`config.mk`:
```
export PLATFORM = sky130hd
export DESIGN_NAME = latch_ctrl
export DESIGN_NICKNAME = d
export VERILOG_FILES = /design/src/rtl/latch_ctrl_pkg.sv /design/src/rtl/latch_pulse_gen.sv /design/src/rtl/latch_ctrl.sv
export SDC_FILE = /design/constraint.sdc
export NUM_CORES = 1
export LEC_CHECK = 0
export CORE_UTILIZATION = 30
export CTS_BUF_LIST = sky130_fd_sc_hd__clkbuf_16
export CTS_CLUSTER_DIAMETER = 200
export DETAILED_ROUTE_END_ITERATION = 6
export PLACE_DENSITY_LB_ADDON = 0.12
export SYNTH_ARGS = -nofsm -noshare
export SYNTH_HDL_FRONTEND = slang
export SYNTH_SLANG_ARGS = --single-unit
```
`constraint.sdc`:
```
create_clock -name clk -period 2.7 [get_ports clk]
set_clock_uncertainty 0.05 [all_clocks]
set_input_delay 0.27 -clock clk [delete_from_list [all_inputs] [get_ports clk]]
set_output_delay 0.27 -clock clk [all_outputs]
set_load 0.1 [all_outputs]
```
`src/rtl/latch_ctrl_pkg.sv`:
```
// Shared opcode and state encodings for the latch bank controller.
package latch_ctrl_pkg;

    localparam logic [1:0] OP_WRITE = 2'b00;
    localparam logic [1:0] OP_SET   = 2'b01;
    localparam logic [1:0] OP_CLEAR = 2'b10;
    localparam logic [1:0] OP_READ  = 2'b11;

    localparam logic [2:0] ST_IDLE  = 3'd0;
    localparam logic [2:0] ST_SETUP = 3'd1;
    localparam logic [2:0] ST_PULSE = 3'd2;
    localparam logic [2:0] ST_HOLD  = 3'd3;
    localparam logic [2:0] ST_CHECK = 3'd4;
    localparam logic [2:0] ST_RESP  = 3'd5;

    localparam int PULSE_CNT_W = 4;

endpackage

```
`src/rtl/latch_pulse_gen.sv`:
```
// Pulse-width counter and latch drive decode. The counter is loaded while the
// controller sits in SETUP, so it holds GATE_CYC-1 on the first PULSE cycle.
module latch_pulse_gen #(
    parameter int LAT_Width = 8,
    parameter int GATE_CYC  = 2
) (
    input  logic                 clk,
    input  logic                 rst,
    input  logic                 load,
    input  logic                 active,
    input  logic                 data_window,
    input  logic [1:0]           op,
    input  logic [LAT_Width-1:0] data,
    output logic                 done,
    output logic                 lat_gate,
    output logic                 lat_aset,
    output logic                 lat_aclr,
    output logic [LAT_Width-1:0] lat_d
);
    import latch_ctrl_pkg::*;

    localparam logic [PULSE_CNT_W-1:0] LOAD_VAL = PULSE_CNT_W'(GATE_CYC - 1);

    logic [PULSE_CNT_W-1:0] cnt;

    // Count down the remaining pulse cycles; the last PULSE cycle reads zero.
    always_ff @(posedge clk) begin
        if (rst) begin
            cnt <= '0;
        end else if (load) begin
            cnt <= LOAD_VAL;
        end else if (active && (cnt != '0)) begin
            cnt <= cnt - 1'b1;
        end
    end

    // Exactly one drive is active in PULSE, selected by the captured opcode.
    always_comb begin
        done     = active && (cnt == '0);
        lat_gate = active && (op == OP_WRITE);
        lat_aset = active && (op == OP_SET);
        lat_aclr = active && (op == OP_CLEAR);
        lat_d    = (data_window && (op == OP_WRITE)) ? data : '0;
    end

endmodule

```
`src/rtl/latch_ctrl.sv`:
```
// Command-driven controller for an external latch bank: drives gate/set/clear
// pulses, reads the bank back and reports the value with a mismatch flag.
module latch_ctrl #(
    parameter int LAT_Width = 8,
    parameter int GATE_CYC  = 2
) (
    input  logic                 clk,
    input  logic                 rst,
    input  logic                 cmd_valid,
    output logic                 cmd_ready,
    input  logic [1:0]           cmd_op,
    input  logic [LAT_Width-1:0] cmd_data,
    output logic                 lat_aset,
    output logic                 lat_aclr,
    output logic                 lat_gate,
    output logic [LAT_Width-1:0] lat_d,
    input  logic [LAT_Width-1:0] lat_q,
    output logic                 rsp_valid,
    input  logic                 rsp_ready,
    output logic [LAT_Width-1:0] rsp_data,
    output logic                 rsp_err
);
    import latch_ctrl_pkg::*;

    logic [2:0]           state;
    logic [2:0]           state_next;
    logic [1:0]           op_reg;
    logic [LAT_Width-1:0] data_reg;
    logic [LAT_Width-1:0] expected;
    logic                 accept;
    logic                 pulse_done;

    assign cmd_ready = (state == ST_IDLE);
    assign rsp_valid = (state == ST_RESP);
    assign accept    = cmd_valid && cmd_ready;

    // State register; reset wins over any handshake at the same edge.
    always_ff @(posedge clk) begin
        if (rst) begin
            state <= ST_IDLE;
        end else begin
            state <= state_next;
        end
    end

    // Reads skip straight to CHECK; everything else walks through the pulse.
    always_comb begin
        state_next = state;
        case (state)
            ST_IDLE:  if (cmd_valid) state_next = (cmd_op == OP_READ) ? ST_CHECK : ST_SETUP;
            ST_SETUP: state_next = ST_PULSE;
            ST_PULSE: if (pulse_done) state_next = ST_HOLD;
            ST_HOLD:  state_next = ST_CHECK;
            ST_CHECK: state_next = ST_RESP;
            ST_RESP:  if (rsp_ready) state_next = ST_IDLE;
            default:  state_next = ST_IDLE;
        endcase
    end

    // Capture the command at the accept edge; data only matters for writes.
    always_ff @(posedge clk) begin
        if (rst) begin
            op_reg   <= OP_WRITE;
            data_reg <= '0;
        end else if (accept) begin
            op_reg   <= cmd_op;
            data_reg <= (cmd_op == OP_WRITE) ? cmd_data : '0;
        end
    end

    // Value the bank should hold after the pulse for the captured opcode.
    always_comb begin
        expected = data_reg;
        case (op_reg)
            OP_SET:   expected = '1;
            OP_CLEAR: expected = '0;
            default:  expected = data_reg;
        endcase
    end

    // Sample the readback in CHECK and hold it untouched through RESP.
    always_ff @(posedge clk) begin
        if (rst) begin
            rsp_data <= '0;
            rsp_err  <= 1'b0;
        end else if (state == ST_CHECK) begin
            rsp_data <= lat_q;
            rsp_err  <= (op_reg != OP_READ) && (lat_q != expected);
        end
    end

    latch_pulse_gen #(
        .LAT_Width (LAT_Width),
        .GATE_CYC  (GATE_CYC)
    ) u_pulse_gen (
        .clk         (clk),
        .rst         (rst),
        .load        (state == ST_SETUP),
        .active      (state == ST_PULSE),
        .data_window ((state == ST_SETUP) || (state == ST_PULSE) || (state == ST_HOLD)),
        .op          (op_reg),
        .data        (data_reg),
        .done        (pulse_done),
        .lat_gate    (lat_gate),
        .lat_aset    (lat_aset),
        .lat_aclr    (lat_aclr),
        .lat_d       (lat_d)
    );

endmodule
```
==> impl_metrics.toml <==
[place]
hpwl_um = 2630
dpl.cell_count = 258
place_ws_ns = 0.704
gp_congestion = 0.727
port_buffers = 43

[sta]
slew_headroom_pct = 62.2
setup_ws_ns = 0.436
rsz0062_at_grt = "false"
tns_ns = 0
slew_viol_final = 0
clock.fmax_mhz = 442
hold_violations = 0
setup_viol = 0
min_period_ns = 2.26
tightest_slew_ns = 0.567
fin_crit_sh_pct = 83.9

[clocking]
postCtsSetupBuffers = 0
clockBufferDepth = 2
htree_levels = 1
cts_tree = "built"
cts_buffers = 3
cts_sinks = 26
clkLatencyLatePin_ns = 0.26
clk_pin_slew_ns = 0.07
cts_root_buf = "clkbuf_16"
hold_buffers = 0
cts_resized = 0

[worst_setup_path]
slowest_delay_ns = 0.64
critPathLaunch = "state[0]"
cp-end-kind = "output port"
slowest_stage = "dfxtp_1"
reg2reg_depth = 4
worstReg2RegStart = "state[1]"
worstPathCellList = "nor2_4, nor3b_2, and2_1, buf_4"
rrSetupSlack_ns = 1.06
cp.arrival_ns = 1.94
start_kind = "flop"
r2r_end = "state[2]"
worstPathMaxFanout = 11
crit_required_ns = 2.38
critPathKind = "reg -> out"

[floorplanning]
start_util_pct = 31.7
die_h_um = 70.6
die_w_um = 70.6
dieArea_mm2 = 0.00498
ios = 44
rows = 24
core_area_mm2 = 0.00444

[yosys]
synth-simple-area-share_pct = 33.5
synth_top_family_by_area = "simple AND/OR/NAND/NOR gates"
syn-num-nets = 196
synth-seq-area-share_pct = 36.9
synth-compound-area-share_pct = 12.7
synth_warnings = 0
avgSynthCellArea_um2 = 8.34
synth_cells = 169
muxShareOfSynthArea_pct = 0.710
synth-edff-count = 0
synthDistinctLibCells = 36
synth-adder-area-share_pct = 4.44
synth-xor-area-share_pct = 7.45
ys.flop_type = "dfxtp_1"
synth-seq-cells = 26
ys_async_sr_fraction_pct = 0
syn_area_mm2 = 0.00141

[outcome]
failed_checks = "DRC"
status = "finished, violations left"

[routing]
wl_per_cell_um = 13.0
dr.pass1.iters = 6
drcViolationCount = 6
dr_total_vias = 1288
drt-initial-drc-count = 48
antenna_left = 0
viasPerCell = 4.92
routed_wl_um = 3420

[pwr]
peakVddDrop_uv = 337
p_per_area_mw_per_mm2 = 739
leakage_nw = 0.724

[layout]
area_delta_synth_final_pct = 36.2
n_antenna_cell = 0
num-nets-final = 238
drive_gt1_share_pct = 16.2
final_cell_mix = "nand2_1 (33), dfxtp_1 (26), buf_4 (23)"
finalNonFillerCells = 262
layout_commonest_cell = "nand2_1"

[grt]
grt_pass1_wl_um = 5950
grt_pass1_vias = 1246
antenna_found_initial = 0
grt_usage_pct = 14.7
grt_max_degree = 16
overflow = 0

[worst_hold_path]
whs_endpoint = "rsp_data[4]"
min_from = "rsp_data[4]"
min_path_type = "reg -> reg"
hold_path_depth = 2

[job]
drv_cap = 0
[kinds of logic (layout without fill, tap and decap cells)]
kind of cell | Yosys count | after routing
flip-flops | 26 | 26
AND/OR/NAND/NOR | 85 | 85
adder cells (fa/ha/maj) | 5 | 5
AO/OA/AOI/OAI | 28 | 28
multiplexers | 1 | 1
buffers and inverters | 12 | 53
XOR/XNOR | 12 | 12
[worst max-delay path by stage]
| stage | slack (ns) | cells after the start | endpoint |
|---|---|---|---|
| after floorplan | 0.68 | 5 | op_reg[1] |
| after global placement | 0.83 | 4 | lat_d[7] |
| after CTS | 0.41 | 4 | lat_d[0] |
| final | 0.44 | 4 | lat_d[0] |
| after detailed placement | 0.70 | 4 | lat_d[0] |
| after global routing | 0.28 | 4 | lat_d[2] |
[worst max-delay path, delay by kind of cell, from the launching register on]
kind	cells	cell delay (ns)
buffers and inverters	1	0.29
AND/OR/NAND/NOR	3	0.75
flip-flops	1	0.64
[Yosys cell counts (all sizes together) (3+ instances only)]
| cell type | n | area (um^2) |
|---|---|---|
| buf | 5 | 35.0 |
| nand3 | 9 | 45.0 |
| nand2 | 34 | 135 |
| nor2 | 8 | 37.5 |
| dfxtp | 26 | 521 |
| nand4 | 3 | 18.8 |
| ha | 5 | 62.6 |
| xnor2 | 11 | 96.3 |
| nor3 | 4 | 31.3 |
| and2 | 14 | 87.6 |
| inv | 5 | 18.8 |
| a21oi | 19 | 95.1 |
| nor3b | 3 | 43.8 |
[power by group]
group          switching [mW]  internal (mW)  total, mW
Combinational           0.346          0.163      0.509
Sequential             0.0612          0.420      0.481
Clock                   0.134          0.295      0.429
Total                   0.542          0.878       1.42
[metrics by stage]
stage | power, mW | util [%] | area, um^2 | hold WS [ns]
2_1_floorplan | 0.885 | - | 1410 | 0.356
6_report | 1.42 | 43.2 | 1920 | 0.407
4_1_cts | 1.43 | 43.2 | 1920 | 0.409
3_5_place_dp | 1.00 | 40.9 | 1820 | 0.400
3_3_place_gp | 0.988 | 40.9 | 1820 | 0.394
5_1_grt | 1.50 | 43.2 | 1920 | 0.421
[metal layers]
layer	part of all wire [%]	track usage, %	vias up	wire (um)
met4	0.56	3.33	0	19
li1	-	-	656	-
met3	5.5	2.71	2	187
met2	45	24.3	30	1540
met1	49	20.0	600	1670
met5	0	0	-	0
[area by class of cell]
cell class              count  area (um^2)
repair buffers             44          383
fillers                   447         2520
clock inverters             1         30.0
clock buffers               3         75.1
flip-flops and latches     26          520
inverters                   5         18.8
multi-input cells         131          828
well taps                  52         65.1
Power figures use the tool's default switching activity.
